===== src/rtl/wb_mux_tmo.sv =====
// Wishbone 1:N decoder/router with registered decode and response watchdog.
// Optional macro WB_MUX_TIMEOUT_EN enables the per-transfer timeout error.
module wb_mux_tmo #(
    parameter int                   dw         = 32,
    parameter int                   aw         = 32,
    parameter int                   num_slaves = 2,
    parameter logic [num_slaves*aw-1:0] MATCH_ADDR = '0,
    parameter logic [num_slaves*aw-1:0] MATCH_MASK = '0,
    parameter int                   TIMEOUT    = 255
) (
    input  logic                     wb_clk_i,
    input  logic                     wb_rst_ni,
    input  logic [aw-1:0]            wbm_adr_i,
    input  logic [dw-1:0]            wbm_dat_i,
    input  logic [3:0]               wbm_sel_i,
    input  logic                     wbm_we_i,
    input  logic                     wbm_cyc_i,
    input  logic                     wbm_stb_i,
    input  logic [2:0]               wbm_cti_i,
    input  logic [1:0]               wbm_bte_i,
    output logic [dw-1:0]            wbm_dat_o,
    output logic                     wbm_ack_o,
    output logic                     wbm_err_o,
    output logic                     wbm_rty_o,
    output logic [num_slaves*aw-1:0] wbs_adr_o,
    output logic [num_slaves*dw-1:0] wbs_dat_o,
    output logic [num_slaves*4-1:0]  wbs_sel_o,
    output logic [num_slaves*3-1:0]  wbs_cti_o,
    output logic [num_slaves*2-1:0]  wbs_bte_o,
    output logic [num_slaves-1:0]    wbs_we_o,
    output logic [num_slaves-1:0]    wbs_cyc_o,
    output logic [num_slaves-1:0]    wbs_stb_o,
    input  logic [num_slaves*dw-1:0] wbs_dat_i,
    input  logic [num_slaves-1:0]    wbs_ack_i,
    input  logic [num_slaves-1:0]    wbs_err_i,
    input  logic [num_slaves-1:0]    wbs_rty_i
);

    localparam int SW = (num_slaves > 1) ? $clog2(num_slaves) : 1;

    typedef enum logic [1:0] {
        S_IDLE,
        S_ACTIVE,
        S_ERR
    } state_t;

    state_t        r_state;
    logic [SW-1:0] r_sel;

    logic          w_hit;
    logic [SW-1:0] w_idx;
    logic          w_act;
    logic          w_s_ack;
    logic          w_s_err;
    logic          w_s_rty;
    logic          w_rsp;
    logic          w_burst;
    logic          w_tmo;

    assign wbs_adr_o = {num_slaves{wbm_adr_i}};
    assign wbs_dat_o = {num_slaves{wbm_dat_i}};
    assign wbs_sel_o = {num_slaves{wbm_sel_i}};
    assign wbs_cti_o = {num_slaves{wbm_cti_i}};
    assign wbs_bte_o = {num_slaves{wbm_bte_i}};
    assign wbs_we_o  = {num_slaves{wbm_we_i}};

    assign wbm_dat_o = wbs_dat_i[r_sel*dw +: dw];

    assign w_act   = (r_state == S_ACTIVE);
    assign w_s_ack = wbs_ack_i[r_sel];
    assign w_s_err = wbs_err_i[r_sel];
    assign w_s_rty = wbs_rty_i[r_sel];
    assign w_rsp   = w_s_ack | w_s_err | w_s_rty;
    assign w_burst = (wbm_cti_i == 3'b001) || (wbm_cti_i == 3'b010);

    // Address decode; scanning downward lets the lowest matching index win
    always_comb begin
        w_hit = 1'b0;
        w_idx = '0;
        for (int i = num_slaves - 1; i >= 0; i--) begin
            if ((wbm_adr_i & MATCH_MASK[i*aw +: aw]) == MATCH_ADDR[i*aw +: aw]) begin
                w_hit = 1'b1;
                w_idx = SW'(i);
            end
        end
    end

`ifdef WB_MUX_TIMEOUT_EN
    logic [15:0] r_cnt;

    assign w_tmo = w_act & wbm_cyc_i & wbm_stb_i & ~w_rsp
                 & (r_cnt == 16'(TIMEOUT - 1));

    // Watchdog: counts unanswered strobe cycles of the current transfer
    always_ff @(posedge wb_clk_i) begin
        if (!wb_rst_ni) begin
            r_cnt <= '0;
        end else if (!w_act) begin
            r_cnt <= '0;
        end else if (w_rsp || w_tmo || !wbm_cyc_i) begin
            r_cnt <= '0;
        end else if (wbm_stb_i) begin
            r_cnt <= r_cnt + 16'd1;
        end
    end
`else
    logic w_unused_tmo;

    assign w_unused_tmo = ^TIMEOUT;
    assign w_tmo        = 1'b0;
`endif

    // Only the latched slave sees cyc/stb; an expiring transfer is cut off
    always_comb begin
        wbs_cyc_o = '0;
        wbs_stb_o = '0;
        if (w_act && !w_tmo) begin
            wbs_cyc_o[r_sel] = wbm_cyc_i;
            wbs_stb_o[r_sel] = wbm_stb_i;
        end
    end

    assign wbm_ack_o = w_act & w_s_ack;
    assign wbm_rty_o = w_act & w_s_rty;
    assign wbm_err_o = (w_act & (w_s_err | w_tmo))
                     | ((r_state == S_ERR) & wbm_cyc_i);

    // Transfer FSM: decode in IDLE, route in ACTIVE, one-cycle miss error
    always_ff @(posedge wb_clk_i) begin
        if (!wb_rst_ni) begin
            r_state <= S_IDLE;
            r_sel   <= '0;
        end else begin
            unique case (r_state)
                S_IDLE: begin
                    if (wbm_cyc_i && wbm_stb_i) begin
                        if (w_hit) begin
                            r_sel   <= w_idx;
                            r_state <= S_ACTIVE;
                        end else begin
                            r_state <= S_ERR;
                        end
                    end
                end
                S_ACTIVE: begin
                    if (!wbm_cyc_i) begin
                        r_state <= S_IDLE;
                    end else if (w_rsp) begin
                        if (!(w_s_ack && w_burst)) begin
                            r_state <= S_IDLE;
                        end
                    end else if (w_tmo) begin
                        r_state <= S_IDLE;
                    end
                end
                S_ERR: begin
                    r_state <= S_IDLE;
                end
                default: begin
                    r_state <= S_IDLE;
                end
            endcase
        end
    end

endmodule


===== config.mk =====
export PLATFORM = sky130hd
export DESIGN_NAME = wb_mux_tmo
export DESIGN_NICKNAME = d
export VERILOG_FILES = /design/src/rtl/wb_mux_tmo.sv
export SDC_FILE = /design/constraint.sdc
export NUM_CORES = 1
export LEC_CHECK = 0
export ABC_AREA = 1
export BUFFER_PORTS_ARGS = -buffer_cell sky130_fd_sc_hd__buf_2
export CAP_MARGIN = 20
export CORE_AREA = 2 2 131 133
export CTS_BUF_LIST = sky130_fd_sc_hd__clkbuf_4 sky130_fd_sc_hd__clkbuf_8
export CTS_CLUSTER_DIAMETER = 150
export DETAILED_ROUTE_END_ITERATION = 8
export DIE_AREA = 0 0 133 135
export PLACE_DENSITY = 0.48
export SLEW_MARGIN = 25
export SYNTH_ARGS = -nofsm -noshare
export SYNTH_HDL_FRONTEND = slang
export SYNTH_SLANG_ARGS = --single-unit

===== constraint.sdc =====
create_clock -name wb_clk_i -period 1 [get_ports wb_clk_i]
set_input_delay 0.05 -clock wb_clk_i [delete_from_list [all_inputs] [get_ports wb_clk_i]]
set_output_delay 0.05 -clock wb_clk_i [all_outputs]
set_load 0.1 [all_outputs]

==> out/metrics.yaml, run 1 <==
drt:
  drt-initial-drc-count: 9
  vias: 422
  viasPerCell: 1.57
  ant_nets: 0
  dr.pass1.iters: 2
  drc: 0
  wire_per_inst_um: 9.52
  routed_wl_mm: 2.56
synthesis:
  muxShareOfSynthArea_pct: 0
  synthSimpleGateAreaFrac_pct: 3.49
  synth.top_cell.area_share_pct: 90.8
  synth_seq_cells: 1
  synth-main-ff-cell: "dfxtp_1"
  syn_inst: 210
  yosysTopAreaCell: "buf_4"
  synthAdderAreaFrac_pct: 0
  synth_area_per_cell_sq_um: 7.17
  seq_area_frac_synth_pct: 1.33
  synth_most_common_cell: "buf_4"
  synth_xor_area_share_pct: 0
  async_reset_ff_share_pct: 0
  syn-cell-area_sq_mm: 0.00151
  synth_edf_count: 0
  ys_types: 9
  synth_compound_area_share_pct: 1.16
  synth.area.top_cells: "buf_4 (91%), inv_1 (3.0%), nand2_1 (2.2%)"
  synth_common_cells: "buf_4 (182), inv_1 (12), nand2_1 (9)"
  yosysWarnings: 0
  synth_top_family_by_area: "buffers and inverters"
critical_path:
  r2r_slack_ns: 0.13
  ff2ff_path_depth: 4
  r2r-start: "r_state[0]"
  crit_path_end_kind: "flip-flop"
  worstPathArrival_ns: 0.80
  startpoint_type: "flip-flop"
  required_ns: 0.93
  crit_type: "reg -> reg"
  reg2reg_to: "r_state[0]"
  critPathMaxFanout: 6
sta:
  grt_setup_unrepaired: "no"
  fin_crit_ns: 0.867
  whs_ns: 0.100
  finalMaxSlewViolations: 0
  hold_violations: 0
  max_freq_mhz: 1150
  finalClockSkew_ns: 0
  fin_crit_sh_pct: 86.7
  tns_ns: 0
  setup_violations: 0
  fin_ws_ns: 0.133
finish:
  diodes: 0
  design_area_sq_um: 612
  drive_gt1_share_pct: 57.1
  fin_nets: 199
  largest_reg_flops: 1
  area_growth_pct: -59.4
  layout.cells.non_filler: 269
  top_regs: "r_state (1)"
  n_fill_cell: 1947
  fin_util_pct: 3.73
  top_register: "r_state"
placement:
  place_congestion: 0.630
  placedCellCount: 269
  port-buffer-count: 20
  placed_area_sq_um: 612
  hpwlAfterDp_mm: 2.19
  dp_slack_ns: 0.121
hold_path:
  holdCritStartpoint: "wbs_dat_i[10]"
  hold_path_end: "wbm_dat_o[10]"
  holdPathStages: 0
  hold_class: "in -> out"
floorplan:
  die_w_um: 133
  die_y_um: 135
  initial_utilization_pct: 9.17
  rows: 47
  die-area_sq_mm: 0.0180
  core-area_sq_mm: 0.0164
  io_pins: 335
pwr:
  p_total_mw: 0.309
  ir_worst_vdd_v: 0.000243
  power_leakage_nw: 0.174
  powerDensity_mw_per_mm2: 505
cts:
  ctsResizeCount: 0
  clk_latency_ns: 0
  post-cts-setup-buffers: 0
  clk_pin_slew_ns: 0
  cts-hold-fix-buffers: 0
outcome:
  status: "finished, final reports clean"
grt:
  first_global_vias: 464
  grt_max_degree: 7
  antenna_found_initial: 0
  grt_pass1_wl_mm: 3.25
  grt.total_usage_pct: 2.44
  grt-ovfl-total: 0
job:
  maxCapViolations: 0
## power by group
group / switching [mW] / internal (mW) / leakage (nW) / total [mW]
clock: 0 / 0 / 0 / 0
sequential: 0.00306 / 0.0427 / 0.00821 / 0.0458
combinational: 0.209 / 0.0547 / 0.166 / 0.263
total: 0.212 / 0.0975 / 0.174 / 0.309
## area by class of cell
class	instances	area (sq um)	share of cell area, %
inverter	12	63.8	10.4
multi-input combinational	16	77.6	12.7
sequential	1	20.0	3.27
tap	220	275	45.0
timing repair buffer	20	175	28.6
## worst max-delay path: stages (launching register included)
cell and delay [ns]:
dfxtp_1 0.40, nand2_2 0.11, a21oi_2 0.11, nand2_1 0.07
a21oi_2 0.11
## cells by family (layout without fill, tap and decap cells)
kind of cell	count (synthesis)	after routing
AND/OR/NAND/NOR	12	12
AO/OA/AOI/OAI	2	2
other	1	2
flip-flops	1	1
buffers and inverters	194	32
## how the worst max path moves through the flow
stage          startpoint          to  slack (ns)  depth (start not counted)
5_1_grt        r_state[0]  r_state[0]        0.05                          4
4_1_cts        r_state[0]  r_state[0]        0.11                          4
6_report       r_state[0]  r_state[0]        0.13                          4
2_1_floorplan  r_state[0]   wbm_ack_o        0.10                          2
3_5_place_dp   r_state[0]  r_state[0]        0.12                          4
3_3_place_gp   r_state[0]  r_state[0]        0.10                          4
## layer usage
| metal | wire (um) | track usage, % |
|---|---|---|
| met3 | 853 | 3.34 |
| met2 | 1050 | 3.48 |
| met5 | 0 | 0 |
| met1 | 215 | 0.497 |
| met4 | 442 | 4.54 |
## layout by cell type, fill, tap and decap left out
| master | count |
|---|---|
| a21oi_2 | 2 |
| buf_12 | 5 |
| buf_2 | 15 |
| clkinvlp_4 | 5 |
| conb_1 | 2 |
| dfxtp_1 | 1 |
| inv_1 | 7 |
| nand2_1 | 9 |
| nand2_2 | 1 |
| nand3_1 | 1 |
| nand3b_1 | 1 |
Note: power is estimated with default switching activity, not from simulation.
==> run 2: changes to the inputs <==
--- a/config.mk
+++ b/config.mk
@@ -13,7 +13,7 @@
 export CTS_CLUSTER_DIAMETER = 150
 export DETAILED_ROUTE_END_ITERATION = 8
 export DIE_AREA = 0 0 133 135
-export PLACE_DENSITY = 0.48
+export PLACE_DENSITY_LB_ADDON = 0.08
 export SLEW_MARGIN = 25
 export SYNTH_ARGS = -nofsm -noshare
 export SYNTH_HDL_FRONTEND = slang
==> out/metrics.yaml, run 2 (synthesis gave the netlist of run 1 again) <==
outcome:
  status: "finished, final reports clean"
drt:
  drt-initial-drc-count: 1  # -8
  ant_nets: 0  # unchanged
  viasPerCell: 1.23  # -21%
  wire_per_inst_um: 6.57  # -31%
  dr.pass1.iters: 2  # unchanged
  vias: 332  # -21%
  drc: 0  # unchanged
  routed_wl_mm: 1.77  # -31%
finish:
  top_regs: "r_state (1)"
  diodes: 0  # unchanged
  n_fill_cell: 1946  # -0.051%
  layout_common_cells: "buf_2 (15), nand2_1 (9), inv_1 (7)"
  top_register: "r_state"
  fin_nets: 199  # unchanged
  design_area_sq_um: 613  # +0.20%
  final_common_cell: "buf_2"
  area_growth_pct: -59.3
  drive_gt1_share_pct: 59.2  # +2.0 points
  largest_reg_flops: 1  # unchanged
cts:
  clk_pin_slew_ns: 0  # unchanged
  clk_latency_ns: 0  # unchanged
  post-cts-setup-buffers: 0  # unchanged
  cts-hold-fix-buffers: 0  # unchanged
placement:
  dp_slack_ns: 0.0316  # -0.0891 ns
  place_congestion: 0.553  # -12%
  hpwlAfterDp_mm: 1.51  # -31%
  placed_area_sq_um: 612  # unchanged
  port-buffer-count: 20  # unchanged
grt:
  grt_pass1_wl_mm: 2.36  # -27%
  antenna_found_initial: 0  # unchanged
  grt.total_usage_pct: 1.67  # -0.77 points
  first_global_vias: 379  # -18%
  grt-ovfl-total: 0  # unchanged
  grt_max_degree: 7  # unchanged
sta:
  grt_setup_unrepaired: "no"
  fin_ws_ns: 0.169  # +0.0368 ns
  fin_crit_sh_pct: 83.1  # -3.7 points
  hold_violations: 0  # unchanged
  max_freq_mhz: 1200  # +4.4%
  finalMaxSlewViolations: 0  # unchanged
  whs_ns: 0.100  # unchanged
  setup_violations: 0  # unchanged
  finalClockSkew_ns: 0  # unchanged
  tns_ns: 0  # unchanged
  fin_crit_ns: 0.831  # -0.0368 ns
floorplan:
  io_pins: 335  # unchanged
  die_y_um: 135  # unchanged
  die-area_sq_mm: 0.0180  # unchanged
  core-area_sq_mm: 0.0164  # unchanged
  rows: 47  # unchanged
  die_w_um: 133  # unchanged
  initial_utilization_pct: 9.17  # unchanged
critical_path:
  ff2ff_path_depth: 4  # unchanged
  critPathMaxFanout: 6  # unchanged
  crit_type: "reg -> reg"
  path_cells: "nand2_2 -> a21oi_2 -> nand2_1 -> a21oi_2"
  startpoint_type: "flip-flop"
  reg2reg_to: "r_state[0]"
  r2r-start: "r_state[0]"
  crit_slowest_cell: "dfxtp_2"
  r2r_slack_ns: 0.17  # +0.04 ns
  max_stage_delay_ns: 0.36  # -0.04 ns
  path_common_cell: "a21oi_2"
  worstPathArrival_ns: 0.75  # -0.05 ns
  crit_path_end_kind: "flip-flop"
  required_ns: 0.92  # about the same
pwr:
  ir_worst_vdd_v: 0.000182  # -25%
  power_leakage_nw: 0.174  # +0.23%
  p_total_mw: 0.312  # +0.83%
  powerDensity_mw_per_mm2: 509  # +0.63%
hold_path:
  hold_path_end: "wbm_dat_o[10]"
  holdPathStages: 0  # unchanged
  hold_class: "in -> out"
  holdCritStartpoint: "wbs_dat_i[10]"
job:
  maxCapViolations: 0  # unchanged
## run 2: cell types whose count changed in the layout (fill, tap and decap cells not counted)
cell	previous run	this run
dfxtp_1	1	0
dfxtp_2	0	1
## run 2: metrics by stage
step | utilization (%) | instances
floorplan | - | 211
global placement | 3.73 | 269
detailed placement | 3.73 | 269
CTS | 3.73 | 269
global route | 3.74 | 269
finish | 3.74 | 269
## run 2: worst max-delay path: cells and delay by family, from the launching register on
kind / cells / cell delay, ns
AOI/OAI and AO/OA: 2 / 0.22
and+or+nand+nor: 2 / 0.17
DFF: 1 / 0.36
## run 2: final cells by class
class	instances	area (sq um)	area share, %
multi-input cells	16	77.6	12.7
repair buffers	20	175	28.6
well taps	220	275	44.9
flip-flops and latches	1	21.3	3.47
inverters	12	63.8	10.4
## run 2: how the worst max path moves through the flow
stage            endpoint  cells after the start       start  slack (ns)
2_1_floorplan   wbm_ack_o                      2  r_state[0]        0.10
3_3_place_gp   r_state[0]                      4  r_state[0]       0.004
6_report       r_state[0]                      4  r_state[0]        0.17
4_1_cts        r_state[0]                      4  r_state[0]        0.05
5_1_grt        r_state[0]                      4  r_state[0]        0.07
3_5_place_dp   r_state[0]                      4  r_state[0]        0.03
## run 2: what timing repair did
action	in CTS	in global routing
endpoints found under the setup margin	0	1
hold endpoints to repair	0	0
resized for setup	0	1
## run 2: where the power goes
group	internal (mW)	switching [mW]	leakage [nW]	total [mW]
clock network	0	0	0	0
logic	0.0548	0.211	0.166	0.265
registers	0.0431	0.00320	0.00861	0.0463
total	0.0980	0.214	0.174	0.312
## run 2: routing by layer
metal / up-vias / global-route usage, % / part of all wire (%)
met5: - / 0 / 0
met4: 0 / 3.88 / 21
met3: 55 / 1.01 / 23
met2: 54 / 2.13 / 35
met1: 108 / 1.02 / 21
li1: 115 / - / -
